### config.mk
export PLATFORM = sky130hd
export DESIGN_NAME = mips_multicycle_ctrl
export DESIGN_NICKNAME = d
export VERILOG_FILES = /design/src/rtl/mips_pkg.sv /design/src/rtl/mips_alu_decoder.sv /design/src/rtl/mips_multicycle_ctrl.sv
export SDC_FILE = /design/constraint.sdc
export NUM_CORES = 1
export LEC_CHECK = 0
export CAP_MARGIN = 10
export CORE_ASPECT_RATIO = 1.75
export CORE_UTILIZATION = 45
export DETAILED_ROUTE_END_ITERATION = 16
export HOLD_SLACK_MARGIN = 0.02
export PLACE_DENSITY = 0.75
export SKIP_LAST_GASP = 1
export SYNTH_ARGS = -nofsm -noshare
export SYNTH_HDL_FRONTEND = slang
export SYNTH_SLANG_ARGS = --single-unit
### constraint.sdc
create_clock -name clk -period 7.6 [get_ports clk]
set_input_delay 2.28 -clock clk [delete_from_list [all_inputs] [get_ports clk]]
set_output_delay 2.28 -clock clk [all_outputs]
set_load 0.03 [all_outputs]
### src/rtl/mips_pkg.sv
// Shared encodings for the MIPS control path: opcodes, functs, ALU codes,
// datapath mux selects and the multi-cycle controller state encoding.
package mips_pkg;

  localparam logic [5:0] OP_RTYPE = 6'b000000;
  localparam logic [5:0] OP_J     = 6'b000010;
  localparam logic [5:0] OP_BEQ   = 6'b000100;
  localparam logic [5:0] OP_BNE   = 6'b000101;
  localparam logic [5:0] OP_ADDI  = 6'b001000;
  localparam logic [5:0] OP_LW    = 6'b100011;
  localparam logic [5:0] OP_SW    = 6'b101011;

  localparam logic [5:0] FUNCT_ADD = 6'b100000;
  localparam logic [5:0] FUNCT_SUB = 6'b100010;
  localparam logic [5:0] FUNCT_AND = 6'b100100;
  localparam logic [5:0] FUNCT_OR  = 6'b100101;
  localparam logic [5:0] FUNCT_SLT = 6'b101010;

  localparam logic [2:0] ALU_ADD = 3'b010;
  localparam logic [2:0] ALU_SUB = 3'b110;
  localparam logic [2:0] ALU_AND = 3'b000;
  localparam logic [2:0] ALU_OR  = 3'b001;
  localparam logic [2:0] ALU_SLT = 3'b111;

  localparam logic [1:0] PCSRC_ALU    = 2'b00;
  localparam logic [1:0] PCSRC_ALUOUT = 2'b01;
  localparam logic [1:0] PCSRC_JUMP   = 2'b10;

  localparam logic [1:0] SRCB_REGB  = 2'b00;
  localparam logic [1:0] SRCB_FOUR  = 2'b01;
  localparam logic [1:0] SRCB_IMM   = 2'b10;
  localparam logic [1:0] SRCB_IMMSH = 2'b11;

  typedef enum logic [1:0] {
    ALUOP_ADD   = 2'b00,
    ALUOP_SUB   = 2'b01,
    ALUOP_FUNCT = 2'b10
  } alu_op_e;

  typedef enum logic [3:0] {
    S_FETCH   = 4'd0,
    S_DECODE  = 4'd1,
    S_MEMADR  = 4'd2,
    S_MEMRD   = 4'd3,
    S_MEMWB   = 4'd4,
    S_MEMWR   = 4'd5,
    S_EXECUTE = 4'd6,
    S_ALUWB   = 4'd7,
    S_BRANCH  = 4'd8,
    S_ADDIEX  = 4'd9,
    S_ADDIWB  = 4'd10,
    S_JUMP    = 4'd11,
    S_ERROR   = 4'd15
  } state_e;

endpackage

### src/rtl/mips_alu_decoder.sv
// Maps the controller's ALU operation class and the R-type funct field to an
// ALU control code; funct_legal_o flags functs the ALU does not implement.
module mips_alu_decoder
  import mips_pkg::*;
(
  input  alu_op_e    alu_op_i,
  input  logic [5:0] funct_i,
  output logic [2:0] alu_control_o,
  output logic       funct_legal_o
);

  logic [2:0] funct_ctrl;

  // NOTE: every output gets a default first so no path through the case
  // leaves a value unassigned, which would otherwise infer a latch.
  always_comb begin
    funct_ctrl    = ALU_ADD;
    funct_legal_o = 1'b1;
    case (funct_i)
      FUNCT_ADD: funct_ctrl = ALU_ADD;
      FUNCT_SUB: funct_ctrl = ALU_SUB;
      FUNCT_AND: funct_ctrl = ALU_AND;
      FUNCT_OR:  funct_ctrl = ALU_OR;
      FUNCT_SLT: funct_ctrl = ALU_SLT;
      default:   funct_legal_o = 1'b0;
    endcase
  end

  always_comb begin
    case (alu_op_i)
      ALUOP_SUB:   alu_control_o = ALU_SUB;
      ALUOP_FUNCT: alu_control_o = funct_ctrl;
      default:     alu_control_o = ALU_ADD;
    endcase
  end

endmodule

### src/rtl/mips_multicycle_ctrl.sv
// Multi-cycle MIPS controller: one state per datapath step, stall-tolerant
// shared memory port, memory watchdog, sticky error state, retire counter.
module mips_multicycle_ctrl
  import mips_pkg::*;
#(
  parameter int CNT_W       = 32,
  parameter int MEM_TIMEOUT = 15,
  parameter bit ENABLE_ADDI = 1'b1,
  parameter bit ENABLE_BNE  = 1'b1
) (
  input  logic             clk,
  input  logic             reset,
  input  logic [5:0]       OpCode,
  input  logic [5:0]       Funct,
  input  logic             zero,
  input  logic             mem_ready,
  output logic             mem_req,
  output logic             IorD,
  output logic             MemWrite,
  output logic             IRWrite,
  output logic             PCEn,
  output logic [1:0]       PCSrc,
  output logic             ALUSrcA,
  output logic [1:0]       ALUSrcB,
  output logic [2:0]       ALUControl,
  output logic             RegDest,
  output logic             MemtoReg,
  output logic             RegWrite,
  output logic             bus_error,
  output logic [3:0]       state_o,
  output logic [CNT_W-1:0] instr_retired
);

  localparam int WAIT_W = (MEM_TIMEOUT > 0) ? $clog2(MEM_TIMEOUT + 1) : 1;
  localparam logic [WAIT_W-1:0] WAIT_LAST =
    WAIT_W'((MEM_TIMEOUT > 0) ? MEM_TIMEOUT - 1 : 0);

  state_e             state_q, state_d;
  logic [WAIT_W-1:0]  wait_cnt_q, wait_cnt_d;
  logic               bus_error_q, bus_error_d;
  logic [CNT_W-1:0]   retired_q, retired_d;

  alu_op_e            alu_op;
  logic               funct_legal;
  logic               stalled;
  logic               timeout_hit;

  mips_alu_decoder u_alu_dec (
    .alu_op_i      (alu_op),
    .funct_i       (Funct),
    .alu_control_o (ALUControl),
    .funct_legal_o (funct_legal)
  );

  always_comb begin
    mem_req  = 1'b0;
    IorD     = 1'b0;
    MemWrite = 1'b0;
    IRWrite  = 1'b0;
    PCEn     = 1'b0;
    PCSrc    = PCSRC_ALU;
    ALUSrcA  = 1'b0;
    ALUSrcB  = SRCB_REGB;
    alu_op   = ALUOP_ADD;
    RegDest  = 1'b0;
    MemtoReg = 1'b0;
    RegWrite = 1'b0;
    case (state_q)
      S_FETCH: begin
        mem_req = 1'b1;
        ALUSrcB = SRCB_FOUR;
        IRWrite = mem_ready;
        PCEn    = mem_ready;
      end
      S_DECODE:  ALUSrcB = SRCB_IMMSH;
      S_MEMADR: begin
        ALUSrcA = 1'b1;
        ALUSrcB = SRCB_IMM;
      end
      S_MEMRD: begin
        mem_req = 1'b1;
        IorD    = 1'b1;
      end
      S_MEMWB: begin
        RegWrite = 1'b1;
        MemtoReg = 1'b1;
      end
      S_MEMWR: begin
        mem_req  = 1'b1;
        IorD     = 1'b1;
        MemWrite = 1'b1;
      end
      S_EXECUTE: begin
        ALUSrcA = 1'b1;
        alu_op  = ALUOP_FUNCT;
      end
      S_ALUWB: begin
        RegWrite = 1'b1;
        RegDest  = 1'b1;
      end
      S_BRANCH: begin
        ALUSrcA = 1'b1;
        alu_op  = ALUOP_SUB;
        PCSrc   = PCSRC_ALUOUT;
        PCEn    = (OpCode == OP_BNE) ? ~zero : zero;
      end
      S_ADDIEX: begin
        ALUSrcA = 1'b1;
        ALUSrcB = SRCB_IMM;
      end
      S_ADDIWB:  RegWrite = 1'b1;
      S_JUMP: begin
        PCSrc = PCSRC_JUMP;
        PCEn  = 1'b1;
      end
      default: ;
    endcase
  end

  assign stalled     = mem_req && !mem_ready;
  assign timeout_hit = (MEM_TIMEOUT > 0) && stalled && (wait_cnt_q == WAIT_LAST);

  always_comb begin
    state_d = state_q;
    case (state_q)
      S_FETCH:  if (mem_ready) state_d = S_DECODE;
      S_DECODE: begin
        case (OpCode)
          OP_LW, OP_SW: state_d = S_MEMADR;
          OP_RTYPE:     state_d = funct_legal ? S_EXECUTE : S_ERROR;
          OP_BEQ:       state_d = S_BRANCH;
          OP_BNE:       state_d = ENABLE_BNE ? S_BRANCH : S_ERROR;
          OP_ADDI:      state_d = ENABLE_ADDI ? S_ADDIEX : S_ERROR;
          OP_J:         state_d = S_JUMP;
          default:      state_d = S_ERROR;
        endcase
      end
      S_MEMADR:  state_d = (OpCode == OP_LW) ? S_MEMRD : S_MEMWR;
      S_MEMRD:   if (mem_ready) state_d = S_MEMWB;
      S_MEMWR:   if (mem_ready) state_d = S_FETCH;
      S_EXECUTE: state_d = S_ALUWB;
      S_ADDIEX:  state_d = S_ADDIWB;
      S_MEMWB, S_ALUWB, S_BRANCH, S_ADDIWB, S_JUMP: state_d = S_FETCH;
      default:   state_d = S_ERROR;
    endcase
    // mem_ready on the final allowed cycle has already steered state_d away,
    // and timeout_hit is false then, so a late ready still completes.
    if (timeout_hit) state_d = S_ERROR;
  end

  always_comb begin
    if (state_d != state_q)                wait_cnt_d = '0;
    else if ((MEM_TIMEOUT > 0) && stalled) wait_cnt_d = wait_cnt_q + 1'b1;
    else                                   wait_cnt_d = wait_cnt_q;
  end

  // ERROR never leaves except through reset, so any other entry into FETCH
  // is the retirement of the instruction that just finished.
  assign retired_d   = ((state_d == S_FETCH) && (state_q != S_FETCH))
                       ? retired_q + CNT_W'(1) : retired_q;
  assign bus_error_d = bus_error_q || (state_d == S_ERROR);

  // NOTE: sequential state uses non-blocking assignments so every register
  // samples the pre-edge values regardless of statement order.
  always_ff @(posedge clk or posedge reset) begin
    if (reset) begin
      state_q     <= S_FETCH;
      wait_cnt_q  <= '0;
      bus_error_q <= 1'b0;
      retired_q   <= '0;
    end else begin
      state_q     <= state_d;
      wait_cnt_q  <= wait_cnt_d;
      bus_error_q <= bus_error_d;
      retired_q   <= retired_d;
    end
  end

  assign bus_error     = bus_error_q;
  assign state_o       = state_q;
  assign instr_retired = retired_q;

endmodule

Word-level counts from Yosys, hierarchy flattened
Cells that the tools add are included.

operators by class
  equal/unequal tests = 27
  reduce and logical (&&, ||, !) cells = 19
  bitwise operators = 1
  $add $sub $neg = 2
  multiplexer cells = 26

operator list
  kind                     number
  $eq A6 B6 Y1 const B     7
  $add A32 B1 Y32 const B  1
  $pmux W4 S8              1
  $mux W4                  7
  $eq A4 B4 Y1 const B     6
  $pmux W4 S5              1
  $eq A4 B3 Y1 const B     4
  $eq A6 B3 Y1 const B     2
  $pmux W3 S4              1
  $mux W1                  10
  $reduce_or A5 Y1         2
  $eq A4 B2 Y1 const B     2
  $logic_not A4 Y1         2
  $pmux W2 S2              2
  $reduce_or A2 Y1         4
  $eq A6 B2 Y1 const B     1
  $eq A6 B4 Y1 const B     1
  $logic_not A6 Y1         1
  $pmux W2 S3              1
  $pmux W3 S2              1
  $reduce_or A3 Y1         2
  $add A4 B1 Y4 const B    1
  $eq A4 B1 Y1 const B     1
  $ne A4 B4 Y1             1
  other kinds (11)         13

storage, ports and cells
  logic and storage cells = 79
  input bits = 16
  bits in registers = 41
  output and inout port bits = 53

Longest topological paths before layout
  depth in word-level cells = 9
  depth in mapped cells = 10

Modules after synthesis
A second synthesis with hierarchy kept.

unflattened totals
  cells, all modules = 282
  area total of the unflattened synthesis = 2643.8 µm²

modules (own cells, without submodules)
  module                cells an instance  instances  sequential area each (µm²)  area each (µm²)
  mips_multicycle_ctrl  264                1          1026.0                      2476.1
  mips_alu_decoder      18                 1          0.0                         167.7

Worst setup path before layout
No wires, ideal clock.

  kind = in2out
  start point = input port OpCode[0]
  end point = output port ALUControl[0]
  arrival = 4323 ps
  path slack = 997 ps
  cell stages on the path = 7
  path through = or3b_2 > a211oi_2 > o22a_2 > or2_2 > inv_1 > ha_1 > nor3_1

RTL lines
  item         line                        source
  from (decl)  mips_multicycle_ctrl.sv:13  input logic [5:0] OpCode,
  to (decl)    mips_multicycle_ctrl.sv:25  output logic [2:0] ALUControl,

==> summary.txt <==
STA
  – Total setup violations reported at the end of the flow: 0
  – Setup repair after global routing missed its margin: false
  – Relative slew margins: 39.5%
  – Highest achievable clock rate: between 0.1 and 0.15 GHz
  – Total negative slack for setup checks: 0 ns
  – Max Clock Skew: about 0.011 ns
  – Worst hold slack: between 0.4 and 0.5 ns
  – Slew at the pin with the worst max-slew slack: ~0.9 ns
  – Final clock period utilization by the worst path: between 90% and 100%
  – Number of pins exceeding their max-slew limit in the final report: 0
  – Final period demand of the worst path: about 7.4 ns
  – Final-report hold violation count: 0

Critical path
  – Critical-path top delay cell: sky130_fd_sc_hd__clkdlybuf4s50_1
  – Nature of the critical path endpoint: primary output
  – Arrival time at the worst endpoint: approximately 5.1 ns
  – Critical path type: primary input to primary output
  – Worst Path Max Fanout: 5
  – Cells along the critical path: clkdlybuf4s50_1, or3b_2, a211oi_2, o22a_2, or2_2, inv_1, ha_1, nor3_1, clkdlybuf4s50_1
  – Cell type with the highest occurrence count on the critical path: sky130_fd_sc_hd__clkdlybuf4s50_1
  – Worst path max stage delay: 0.69 ns
  – Gate family responsible for the most delay along the worst path: buffers and inverters
  – Critical Path RT: 5.32 ns
  – Combined buffer and inverter count along the critical path: 3
  – Critical Path Source Type: primary input

Drt
  – Final routed DRC violation total: 0
  – Antenna violation net count after detailed routing: 0
  – Number of violations reported at the end of detailed-routing iteration 0: 122
  – Total wirelength of the detailed-routed design: ~6500 um
  – Routed wire length per instance: 15.6 um
  – Vias: between 2000 and 2500
  – Number of iterations in the first detailed-routing pass: 4
  – Via density per instance: around 5.5

CTS
  – Cell chosen for the clock root: sky130_fd_sc_hd__clkbuf_8
  – Post-CTS resize count: 0
  – CTS clk-pin slew, worst paths: 0.08 ns
  – Clock latency reported for the late side of the worst-skew pair: 0.30 ns
  – Sinks on the clock net: 41
  – # H-tree levels: 2
  – Maximum number of buffers from clock root to sink: 2
  – Number of buffers inserted by post-CTS setup repair: 0
  – Number of buffers inserted by hold repair at cts: 0
  – Number of buffers created by CTS: 5
  – TritonCTS clock tree: done

Power and ir drop
  – Leakage: around 0.0015 uW
  – Total chip power: 1140 uW
  – Total power per unit cell area: 332 mW/mm^2
  – Peak supply drop: between 0.2 and 0.25 mV

Logic synthesis
  – Synth Cell Area: ~0.0026 sq mm
  – Count of different cell masters after synthesis: 54
  – Predominant post-synthesis flop cell: sky130_fd_sc_hd__dfrtp_1
  – Share of synthesized flip-flops with an asynchronous set or reset: 100%
  – EDFF count, synth: 0
  – Most numerous cell types in the synthesized netlist: sky130_fd_sc_hd__dfrtp_1 (41), sky130_fd_sc_hd__nand2_1 (22), sky130_fd_sc_hd__nor2_1 (21)
  – Share of the yosys chip area belonging to registers: about two fifths
  – Cell type with the largest total area after synthesis: sky130_fd_sc_hd__dfrtp_1
  – Post-Syn Nets: 291
  – Share of the synthesized area in the top cell type: 40.1%
  – Most instantiated library cell after synthesis: sky130_fd_sc_hd__dfrtp_1
  – Post-Syn Area per Cell: between 9 and 10 sq um
  – Flops & latches, synth: 41
  – Warnings from Yosys: 0
  – Synthesized instance count: 270
  – Synth area leaders: sky130_fd_sc_hd__dfrtp_1 (40%), sky130_fd_sc_hd__xor2_1 (6.8%), sky130_fd_sc_hd__xnor2_1 (6.2%), sky130_fd_sc_hd__nand2_1 (3.2%), sky130_fd_sc_hd__nor2_1 (3.1%)

Floorplan
  – Top Ports: roughly 70
  – Vertical die dimension: approximately 100 um
  – Cell row count: 36
  – Initial standard-cell utilization of the core: a little under half
  – Die extent in x: ~59 um
  – Area inside the core boundary: 0.00554 sq mm
  – Total die area: between 0.006 and 0.007 sq mm

Status
  – Outcome: completed

Job
  – Number of max-cap violations: 0

Layout
  – Proportion of layout cells with a drive suffix above 1: around 7.1%
  – Final layout net count: 360
  – Number of fill cells in the layout: approximately 500
  – Number of diodes added for antenna fixing: 0
  – Synthesis-to-finish area growth: 33.7%

Global route
  – Number of global-route vias before repair: between 2000 and 2500
  – Overflow left after global routing: 0
  – Antenna violations before repair: 0
  – First-pass GRT wire length: roughly 10000 um
  – Tot GR Track Use: 22.8%
  – Maximum number of pins on one net before global-route repair: 42

Place
  – HPWL after detailed placement: 4820 um
  – Global placer's final weighted congestion: 0.894
  – Count of buffers from port buffering: 68

Worst hold path
  – Class of the tightest hold or removal check: flip-flop to flip-flop
-- cells in the final DEF (no fill, tap or decap), types with 5 or more instances in the layout --
master,n
sky130_fd_sc_hd__clkdlybuf4s50_1,68
sky130_fd_sc_hd__dfrtp_1,41
sky130_fd_sc_hd__nand2_1,22
sky130_fd_sc_hd__nor2_1,21
sky130_fd_sc_hd__xor2_1,20
sky130_fd_sc_hd__xnor2_1,18
sky130_fd_sc_hd__nand3_1,12
sky130_fd_sc_hd__nand4_1,12
sky130_fd_sc_hd__inv_1,11
sky130_fd_sc_hd__and3_1,10
sky130_fd_sc_hd__nor3_1,9
sky130_fd_sc_hd__o21ai_0,8
sky130_fd_sc_hd__nor4_1,7
sky130_fd_sc_hd__and2_1,6
sky130_fd_sc_hd__ha_1,5
sky130_fd_sc_hd__clkbuf_8,5
-- kinds of logic (layout without fill, tap and decap cells) --
kind of cell	Yosys count	count (layout)	synth area share (%)
adder cells (fa/ha/maj)	5	5	2.44
AO/OA/AOI/OAI	35	35	11.1
flip-flops	41	41	40.1
XOR/XNOR	38	38	13.0
buffers and inverters	19	88	2.89
AND/OR/NAND/NOR	129	129	29.2
multiplexers	3	3	1.22
-- through the flow --
stage,cells,instance area [sq um],util (%),setup WS [ns]
finish,415,3420,61.7,0.186
global route,415,3420,61.7,0.102
CTS,415,3420,61.7,0.189
detailed placement,408,3320,59.9,0.201
global placement,408,3320,59.9,0.226
floorplan,270,2560,-,0.997
-- sequential cells by signal, summed over array words and instances, names as in the netlist --
name           flops
wait_cnt_q         4
bus_error          1
state_o            4
instr_retired     32
-- layer usage --
metal	vias to the layer above	wire length, um	track usage [%]
li1	1107	-	-
met1	1099	2610	26.2
met2	77	3380	40.5
met3	18	255	3.19
met4	0	238	10.8
met5	-	0	0
-- area by class of cell --
type / instances / area [sq um] / area share, %
inverter: 11 / 41.3 / 1.21
sequential: 41 / 1030 / 30.0
multi-input combinational: 210 / 1460 / 42.6
clock inverter: 2 / 35.0 / 1.02
clock buffer: 5 / 68.8 / 2.01
timing repair buffer: 70 / 696 / 20.3
tap: 76 / 95.1 / 2.78
-- report_power, final --
part	total [uW]	internal, uW	leakage [uW]	switching (uW)
sequential	324	249	0.000548	74.8
combinational	644	261	0.000854	383
clock	169	95.5	0.0000540	73.7
-- path summary, 6_finish.rpt --
path                       slack, ns                end  cells after the start              start
min reg2reg                     0.48  instr_retired[31]                      1  instr_retired[31]
min                             0.48  instr_retired[31]                      1  instr_retired[31]
min in group asynchronous       2.40  instr_retired[30]                      3              reset
max in group asynchronous       4.82  instr_retired[15]                      3              reset
max reg2reg                     4.52  instr_retired[16]                      7         state_o[3]
max                             0.19      ALUControl[0]                      9          OpCode[0]
Power figures use the tool's default switching activity.
